--- src/rtl/pbc_pkg.sv ---
// pbc_pkg: shared FSM state type and parity helper for the serial parity checker.
package pbc_pkg;
  typedef enum logic [1:0] {IDLE, DATA, PAR} state_e;
  function automatic logic parity_of(input logic [63:0] data, input logic odd);
    return ^data ^ odd;
  endfunction
endpackage

--- src/rtl/pbc_err_cnt.sv ---
// pbc_err_cnt: saturating event counter with synchronous clear taking priority over increment.
module pbc_err_cnt #(
  parameter int CNT_W = 8
) (
  input  logic             clk,
  input  logic             rst_n,
  input  logic             inc,
  input  logic             clr,
  output logic [CNT_W-1:0] cnt
);
  logic [CNT_W-1:0] cnt_q, cnt_d;
  always_comb cnt_d = clr ? '0 : (inc && cnt_q != '1) ? cnt_q + CNT_W'(1) : cnt_q;
  always_ff @(posedge clk or negedge rst_n)
    if (!rst_n) cnt_q <= '0;
    else cnt_q <= cnt_d;
  assign cnt = cnt_q;
endmodule

--- src/rtl/pbc_serial.sv ---
// pbc_serial: bit-serial frame receiver (DATA_W bits MSB first plus a parity bit)
// that reports each word with its parity error and counts errors.
module pbc_serial
  import pbc_pkg::*;
#(
  parameter int DATA_W = 4,
  parameter int ODD    = 0,
  parameter int CNT_W  = 8
) (
  input  logic              clk,
  input  logic              rst_n,
  input  logic              in_valid,
  input  logic              in_start,
  input  logic              in_bit,
  input  logic              err_clr,
  output logic              busy,
  output logic              done,
  output logic [DATA_W-1:0] data_out,
  output logic              parity_err,
  output logic [CNT_W-1:0]  err_cnt
);
  localparam int IW = $clog2(DATA_W + 1);
  state_e            st_q, st_d;
  logic [DATA_W-1:0] sh_q, sh_d, dat_q, dat_d;
  logic [IW-1:0]     idx_q, idx_d;
  logic              perr_q, perr_d, done_q, done_d;
  logic              start, last, fin, perr_now;
  assign start    = in_valid & in_start;
  assign last     = idx_q == IW'(DATA_W - 1);
  assign fin      = in_valid & ~in_start & (st_q == PAR);
  // the shift register holds every data bit, so its XOR is the running parity
  assign perr_now = in_bit != parity_of(64'(sh_q), ODD != 0);
  always_comb begin
    st_d   = st_q;
    sh_d   = sh_q;
    idx_d  = idx_q;
    dat_d  = dat_q;
    perr_d = perr_q;
    done_d = 1'b0;
    if (start) begin
      st_d  = DATA;
      sh_d  = DATA_W'(in_bit);
      idx_d = IW'(1);
    end else if (in_valid && st_q == DATA) begin
      sh_d  = {sh_q[DATA_W-2:0], in_bit};
      idx_d = idx_q + IW'(1);
      st_d  = last ? PAR : DATA;
    end else if (fin) begin
      dat_d  = sh_q;
      perr_d = perr_now;
      done_d = 1'b1;
      st_d   = IDLE;
    end
  end
  always_ff @(posedge clk or negedge rst_n)
    if (!rst_n) begin
      st_q   <= IDLE;
      sh_q   <= '0;
      idx_q  <= '0;
      dat_q  <= '0;
      perr_q <= 1'b0;
      done_q <= 1'b0;
    end else begin
      st_q   <= st_d;
      sh_q   <= sh_d;
      idx_q  <= idx_d;
      dat_q  <= dat_d;
      perr_q <= perr_d;
      done_q <= done_d;
    end
  pbc_err_cnt #(.CNT_W(CNT_W)) u_cnt (
    .clk   (clk),
    .rst_n (rst_n),
    .inc   (fin & perr_now),
    .clr   (err_clr),
    .cnt   (err_cnt)
  );
  assign busy       = st_q != IDLE;
  assign done       = done_q;
  assign data_out   = dat_q;
  assign parity_err = perr_q;
endmodule
--- config.mk ---
export PLATFORM = sky130hd
export DESIGN_NAME = pbc_serial
export DESIGN_NICKNAME = d
export VERILOG_FILES = /design/src/rtl/pbc_pkg.sv /design/src/rtl/pbc_err_cnt.sv /design/src/rtl/pbc_serial.sv
export SDC_FILE = /design/constraint.sdc
export NUM_CORES = 1
export LEC_CHECK = 0
export ABC_AREA = 1
export CORE_MARGIN = 4
export CORE_UTILIZATION = 44
export CTS_BUF_LIST = sky130_fd_sc_hd__clkbuf_2 sky130_fd_sc_hd__clkbuf_4 sky130_fd_sc_hd__clkbuf_8
export DETAILED_ROUTE_END_ITERATION = 8
export GPL_TIMING_DRIVEN = 0
export PLACE_DENSITY = 0.68
export RECOVER_POWER = 100
export SLEW_MARGIN = 25
export SYNTH_ARGS = -nofsm -noshare
export SYNTH_HDL_FRONTEND = slang
export SYNTH_HIERARCHICAL = 1
export SYNTH_SLANG_ARGS = --single-unit
--- constraint.sdc ---
create_clock -name clk -period 1.9 [get_ports clk]
set_input_delay 0.38 -clock clk [delete_from_list [all_inputs] [get_ports clk]]
set_output_delay 0.38 -clock clk [all_outputs]
set_load 0.01 [all_outputs]
==> summary.txt, run 1 <==
Outcome
  • Status: complete, no violations

Critical path
  • CP Buf/Inv Count: 1
  • Startpoint Class: flop
  • Family with the most delay on the worst path: buffers and inverters
  • Critical Path AT: 1380 ps
  • Worst Path Max Fanout: 5
  • Critical-path cell list: dlygate4sd3_1
  • CP max stage delay: 630 ps
  • Crit end category: output port
  • Critical path class: reg -> out
  • Worst path required time: 1520 ps
  • Crit-path slowest cell: dlygate4sd3_1

Global route
  • Initial antenna violation count: 0
  • Total grt overflow: 0
  • Overall global routing resource usage: 0.1631
  • First-pass GRT wire length: 4498 um
  • Largest net degree at the start of global routing: 24
  • Via count of the first global-routing pass: 1044

Routing
  • Residual DRC: 0
  • Final Routed Wirelength: 2511 um
  • Total number of vias: 1044
  • Initial DRC Count: 54
  • WL/cell: 12.31 um
  • Vias/cell: 5.118
  • DRT antenna net count: 0
  • DRT Pass-1 Iters: 4

Place
  • Post-DP HPWL: 1947 um
  • Placed cell areas: 0.001464 sq mm
  • Placed cell count: 198
  • Gpl congestion: 0.8873
  • Buffers added on ports: 20

Clock tree
  • Bufs on Longest Clock Path: 2
  • TritonCTS Buffers: 3
  • Root Buffer: clkbuf_4
  • H-tree depth: 1
  • Worst skew pair latency: 310 ps
  • Clock transition at path regs: 110 ps
  • Sink Count: 23
  • # hold bufs at CTS: 0
  • TritonCTS clock tree: yes

Synthesis
  • Synth Area per Inst: 8.285 sq um
  • Post-synth EDFFs: 0
  • Top_reg_cell synth: dfrtp_1
  • Most numerous cell in the Yosys netlist: nand2_1
  • Synth async-reset ratio: 1.000
  • Yosys cell types: 26
  • Yosys warnings: 6
  • Post-synth top cells: nand2_1 (38), dfrtp_1 (23), nand3_1 (19)
  • Cells after synthesis: 148
  • Netlist Area Pre-Place: 0.001226 sq mm
  • Sequential area share after synthesis: 0.4694
  • Number of synthesized register bits: 23
  • Synth area leaders: dfrtp_1 (47%), nand2_1 (12%), nand3_1 (7.8%), inv_1 (4.6%), nor2_4 (3.7%)
  • Synth area leader: dfrtp_1
  • Synth top area share: 0.4694
  • Syn_nets: 157

Final layout
  • Post-Layout Inst Area: 0.001475 sq mm
  • Antenna cells: 0
  • Post-layout net count: 184
  • Area Growth Syn to Fin: 20.31%
  • Final Core Density: 0.5746
  • Final non-filler cell total: 204
  • Ratio of cells with drive above 1 in the final layout: 0.1494
  • Area of the multi-input gates: 543.0 sq um
  • Sequential cell area: 575.6 sq um
  • Fill cells: 256

Timing
  • Tcrit/Tclk final: 0.9245
  • Relative slew slack: 0.1949
  • Final setup fails: 0
  • Worst Skew: 5.884 ps
  • Total Neg Setup Slack: 0 ps
  • Max Slew Vio Count: 0
  • RSZ-0062 raised after global routing: no
  • Hold_ws: 290.2 ps
  • Final hold viol count: 0
  • Fin crit period: 1756 ps
  • Maximum clock rate: 569.3 MHz
  • Slew @ Worst Pin: 1208 ps

Power
  • Clk pwr share: 0.170
  • Net Sw Frac: 0.3457
  • Comb pwr share: 0.346
  • Sequential share of power: 0.484
  • Peak supply drop: 0.5963 mV
  • Sw power: 0.0004789 W
  • Leak Pwr: 0.7591 nW
  • Internal: 0.0009062 W
  • Pwr dens: 939.0 mW/mm^2

Floorplanning
  • Core area: 0.002567 sq mm
  • Die ar.: 0.003695 sq mm
  • Num ports: 21
  • Initial core utilization: 0.4776
  • Num rows: 18
  • Chip Width: 60.79 um
  • Die Span Y: 60.79 um

Run
  • Max-cap viol count: 0

Worst hold path
  • Hold Path Class: in -> async
cells by family after synthesis:
kind of cell             share of synthesized area
XOR/XNOR                                   0.01429
flip-flops                                  0.4694
adder cells (fa/ha/maj)                    0.03062
AO/OA/AOI/OAI                              0.08571
buffers and inverters                      0.06734
AND/OR/NAND/NOR                             0.3327
through the flow:
stage | total power [W] | setup WS [ps]
6_report | 0.001385 | 143.5
5_1_grt | 0.001500 | 19.38
4_1_cts | 0.001450 | 31.04
3_5_place_dp | 0.001185 | -229.8
3_3_place_gp | 0.001160 | -172.7
2_1_floorplan | 0.001000 | 434.3
state kept, by name, summed over array words and instances (netlist names):
register	count
u_cnt/cnt	8
data_out	4
sh_q	4
idx_q	3
st_q	2
done	1
parity_err	1
cell usage in the layout (no fill, tap or decap), types with 6 or more instances in the layout:
cell type,count
nor2_1,10
inv_1,14
dlygate4sd3_1,14
nand2_2,6
nand3_1,19
nand2_1,40
dfrtp_1,23
cell type report:
class | instances | area share
timing repair buffer | 22 | 0.1416
buffer | 1 | 0.002545
inverter | 20 | 0.05174
multi-input combinational | 104 | 0.3681
tap | 30 | 0.02545
sequential | 23 | 0.3902
clock buffer | 4 | 0.02036
power by group through the flow:
| stage | combinational, W | sequential (W) | clock [W] |
|---|---|---|---|
| 6_report | 0.000479 | 0.000670 | 0.000236 |
| 3_3_place_gp | 0.000471 | 0.000689 | 0 |
| 2_1_floorplan | 0.000310 | 0.000691 | 0 |
| 5_1_grt | 0.000545 | 0.000690 | 0.000266 |
| 3_5_place_dp | 0.000492 | 0.000693 | 0 |
| 4_1_cts | 0.000530 | 0.000671 | 0.000249 |
repair_timing:
| action | in CTS | in global routing |
|---|---|---|
| setup buffers | 2 | 0 |
| setup endpoints to repair | 1 | 3 |
| resized for setup | 0 | 2 |
metal layers:
| layer | routed length [um] | part of all wire | track usage |
|---|---|---|---|
| met2 | 1276 | 0.51 | 0.2870 |
| met3 | 120 | 0.048 | 0.02128 |
| met5 | 0 | 0 | 0 |
| met1 | 1052 | 0.42 | 0.1973 |
| met4 | 61 | 0.024 | 0.07430 |
worst paths after layout:
kind	start	slack [ps]	end	depth (start not counted)
max	u_cnt/cnt[0]	140	err_cnt[0]	1
min	rst_n	290	sh_q[2]	1
max reg2reg	st_q[0]	190	st_q[0]	7
min reg2reg	data_out[0]	490	data_out[0]	2
max in group asynchronous	rst_n	900	data_out[1]	1
min in group clk	data_out[0]	490	data_out[0]	2
(Power assumes the default switching activity.)
==> run 2: changes to the inputs <==
CTS_BUF_LIST = sky130_fd_sc_hd__clkbuf_2   (was sky130_fd_sc_hd__clkbuf_2 sky130_fd_sc_hd__clkbuf_4 sky130_fd_sc_hd__clkbuf_8)
==> summary.txt, run 2 (synthesis gave the netlist of run 1 again) <==
Outcome
  • Status: complete, no violations

Floorplanning
  • Core area: 0.002567 sq mm (unchanged)
  • Die Span Y: 60.79 um (unchanged)
  • Die ar.: 0.003695 sq mm (unchanged)
  • Num ports: 21 (unchanged)
  • Initial core utilization: 0.4776 (unchanged)
  • Num rows: 18 (unchanged)
  • Chip Width: 60.79 um (unchanged)

Final layout
  • Final non-filler cell total: 206 (+0.98%)
  • Max FFs per register: 8 (unchanged)
  • Area Growth Syn to Fin: 19.69%
  • Most frequent cells in the layout: nand2_1 (39), dfrtp_1 (23), nand3_1 (19)
  • Ratio of cells with drive above 1 in the final layout: 0.1193 (-0.03011)
  • Post-layout net count: 186 (+1.1%)
  • Most common cell after layout, fill and taps aside: nand2_1
  • Fill cells: 262 (+2.3%)
  • Post-Layout Inst Area: 0.001468 sq mm (-0.51%)
  • Antenna cells: 0 (unchanged)

Global route
  • Via count of the first global-routing pass: 1046 (+0.19%)
  • GR Util met2: 0.2885 (+0.001527)
  • Overall global routing resource usage: 0.1636 (+0.0004409)
  • First-pass GRT wire length: 4512 um (+0.31%)
  • Initial antenna violation count: 0 (unchanged)
  • Most Crowded Layer GR: met2
  • Total grt overflow: 0 (unchanged)
  • Largest net degree at the start of global routing: 24 (unchanged)
  • M1 GR Usage: 0.1973 (unchanged)
  • Met3 usage: 0.02128 (unchanged)

Clock tree
  • Sink Count: 23 (unchanged)
  • Worst skew pair latency: 330 ps (+20 ps)
  • TritonCTS Buffers: 3 (unchanged)
  • H-tree depth: 1 (unchanged)
  • Clock transition at path regs: 210 ps (+100 ps)
  • Bufs on Longest Clock Path: 2 (unchanged)
  • TritonCTS clock tree: yes
  • Root Buffer: clkbuf_2

Critical path
  • Critical-path cell list: dlygate4sd3_1
  • Critical Path AT: 1400 ps (+20 ps)
  • R2R cell count: 11 (+4)
  • CP max stage delay: 610 ps (-20 ps)
  • Crit-path slowest cell: dlygate4sd3_1
  • CP Buf/Inv Count: 1 (unchanged)
  • Worst setup path start: u_cnt/cnt[5]
  • Worst Path Max Fanout: 4 (-1)
  • Levels on crit path: 1 (unchanged)
  • Critical path class: reg -> out
  • Worst r2r src: st_q[0]
  • Startpoint Class: flop
  • Worst path required time: 1520 ps (about the same)
  • Family with the most delay on the worst path: buffers and inverters
  • Crit end category: output port

Timing
  • Max Slew Vio Count: 0 (unchanged)
  • Fin crit period: 1777 ps (+20.63 ps)
  • Hold_ws: 504.9 ps (+214.7 ps)
  • Slew @ Worst Pin: 1239 ps (+31.53 ps)
  • Tcrit/Tclk final: 0.9353 (+0.01086)
  • Final hold viol count: 0 (unchanged)
  • Final setup margin: 122.9 ps (-20.63 ps)
  • Worst Skew: 6.934 ps (+1.050 ps)
  • RSZ-0062 raised after global routing: no
  • Maximum clock rate: 562.7 MHz (-1.2%)
  • Relative slew slack: 0.1739 (-0.02102)
  • Final setup fails: 0 (unchanged)

Routing
  • Total number of vias: 1054 (+0.96%)
  • DRT antenna net count: 0 (unchanged)
  • WL/cell: 12.33 um (+0.13%)
  • Vias/cell: 5.117 (about the same)
  • Residual DRC: 0 (unchanged)
  • DRT Pass-1 Iters: 4 (unchanged)
  • Initial DRC Count: 54 (unchanged)
  • Final Routed Wirelength: 2539 um (+1.1%)

Place
  • Post-DP HPWL: 1947 um (unchanged)
  • Gpl congestion: 0.8873 (unchanged)
  • Placed cell areas: 0.001464 sq mm (unchanged)
  • Placed cell count: 198 (unchanged)
  • Place WS: -229.8 ps (unchanged)
  • Buffers added on ports: 20 (unchanged)

Power
  • Power Total: 0.001313 W (-5.2%)
  • Pwr dens: 894.8 mW/mm^2 (-4.7%)
  • Leak Pwr: 0.7477 nW (-1.5%)
  • Peak supply drop: 0.5729 mV (-3.9%)

Worst hold path
  • Hold depth: 2
  • Worst hold path startpoint: data_out[0]
  • Hold Path Class: reg -> reg

Run
  • Max-cap viol count: 0 (unchanged)
## run 2: cell count changes in the layout (fill, tap and decap cells not counted), moves of 2 or more
cell | previous run | this run
clkinv_1 | 2 | 4
clkbuf_2 | 0 | 4
clkdlybuf4s50_1 | 4 | 6
o21ai_2 | 4 | 2
clkbuf_4 | 4 | 0
o21ai_0 | 4 | 7
clkbuf_1 | 2 | 4
## run 2: area by class of cell
type | count | area (sq um) | area share
clock buffers | 4 | 20.02 | 0.01364
repair buffers | 24 | 217.7 | 0.1483
well taps | 30 | 37.54 | 0.02558
plain buffers | 1 | 3.754 | 0.002558
multi-input cells | 104 | 538.0 | 0.3666
inverters | 20 | 75.07 | 0.05115
flip-flops and latches | 23 | 575.6 | 0.3922
## run 2: repair_timing
item                                    4_1_cts  5_1_grt
setup buffers                                 2        1
pin swaps                                     0        0
resized for setup                             1        1
hold buffers                                  0        1
endpoints found under the setup margin        1        3
hold endpoints to repair                      0       12
## run 2: per-stage QoR
stage                     TNS (ps)    util
after floorplan                  0       -
after global placement      -440.9  0.5702
after detailed placement    -620.9  0.5702
after CTS                        0  0.5833
after global routing             0  0.5716
final                            0  0.5716
## run 2: metal layers
layer	wire (um)	part of all wire
met2	1326	0.52
met4	30	0.012
met3	118	0.046
met1	1064	0.42
met5	0	0
## run 2: final timing paths
check                          endpoint  slack, ps
min                         data_out[0]        500
max in group asynchronous   data_out[1]        380
max reg2reg                u_cnt/cnt[7]        240
max                          err_cnt[5]        120
min in group asynchronous       sh_q[2]        800
min reg2reg                 data_out[0]        500
## run 2: worst register-to-register path: cells and delay by family (launching register included)
family | cells | cell delay [ps]
compound gates | 1 | 160
buf+inv | 3 | 310
simple gates | 7 | 690
flops | 1 | 430
## run 2: report_power, final
part / leakage, nW / switching, W / internal [W]
Combinational: 0.423 / 0.000247 / 0.000200
Clock: 0.0166 / 0.000142 / 0.0000557
Sequential: 0.308 / 0.0000786 / 0.000590
Total: 0.748 / 0.000467 / 0.000846
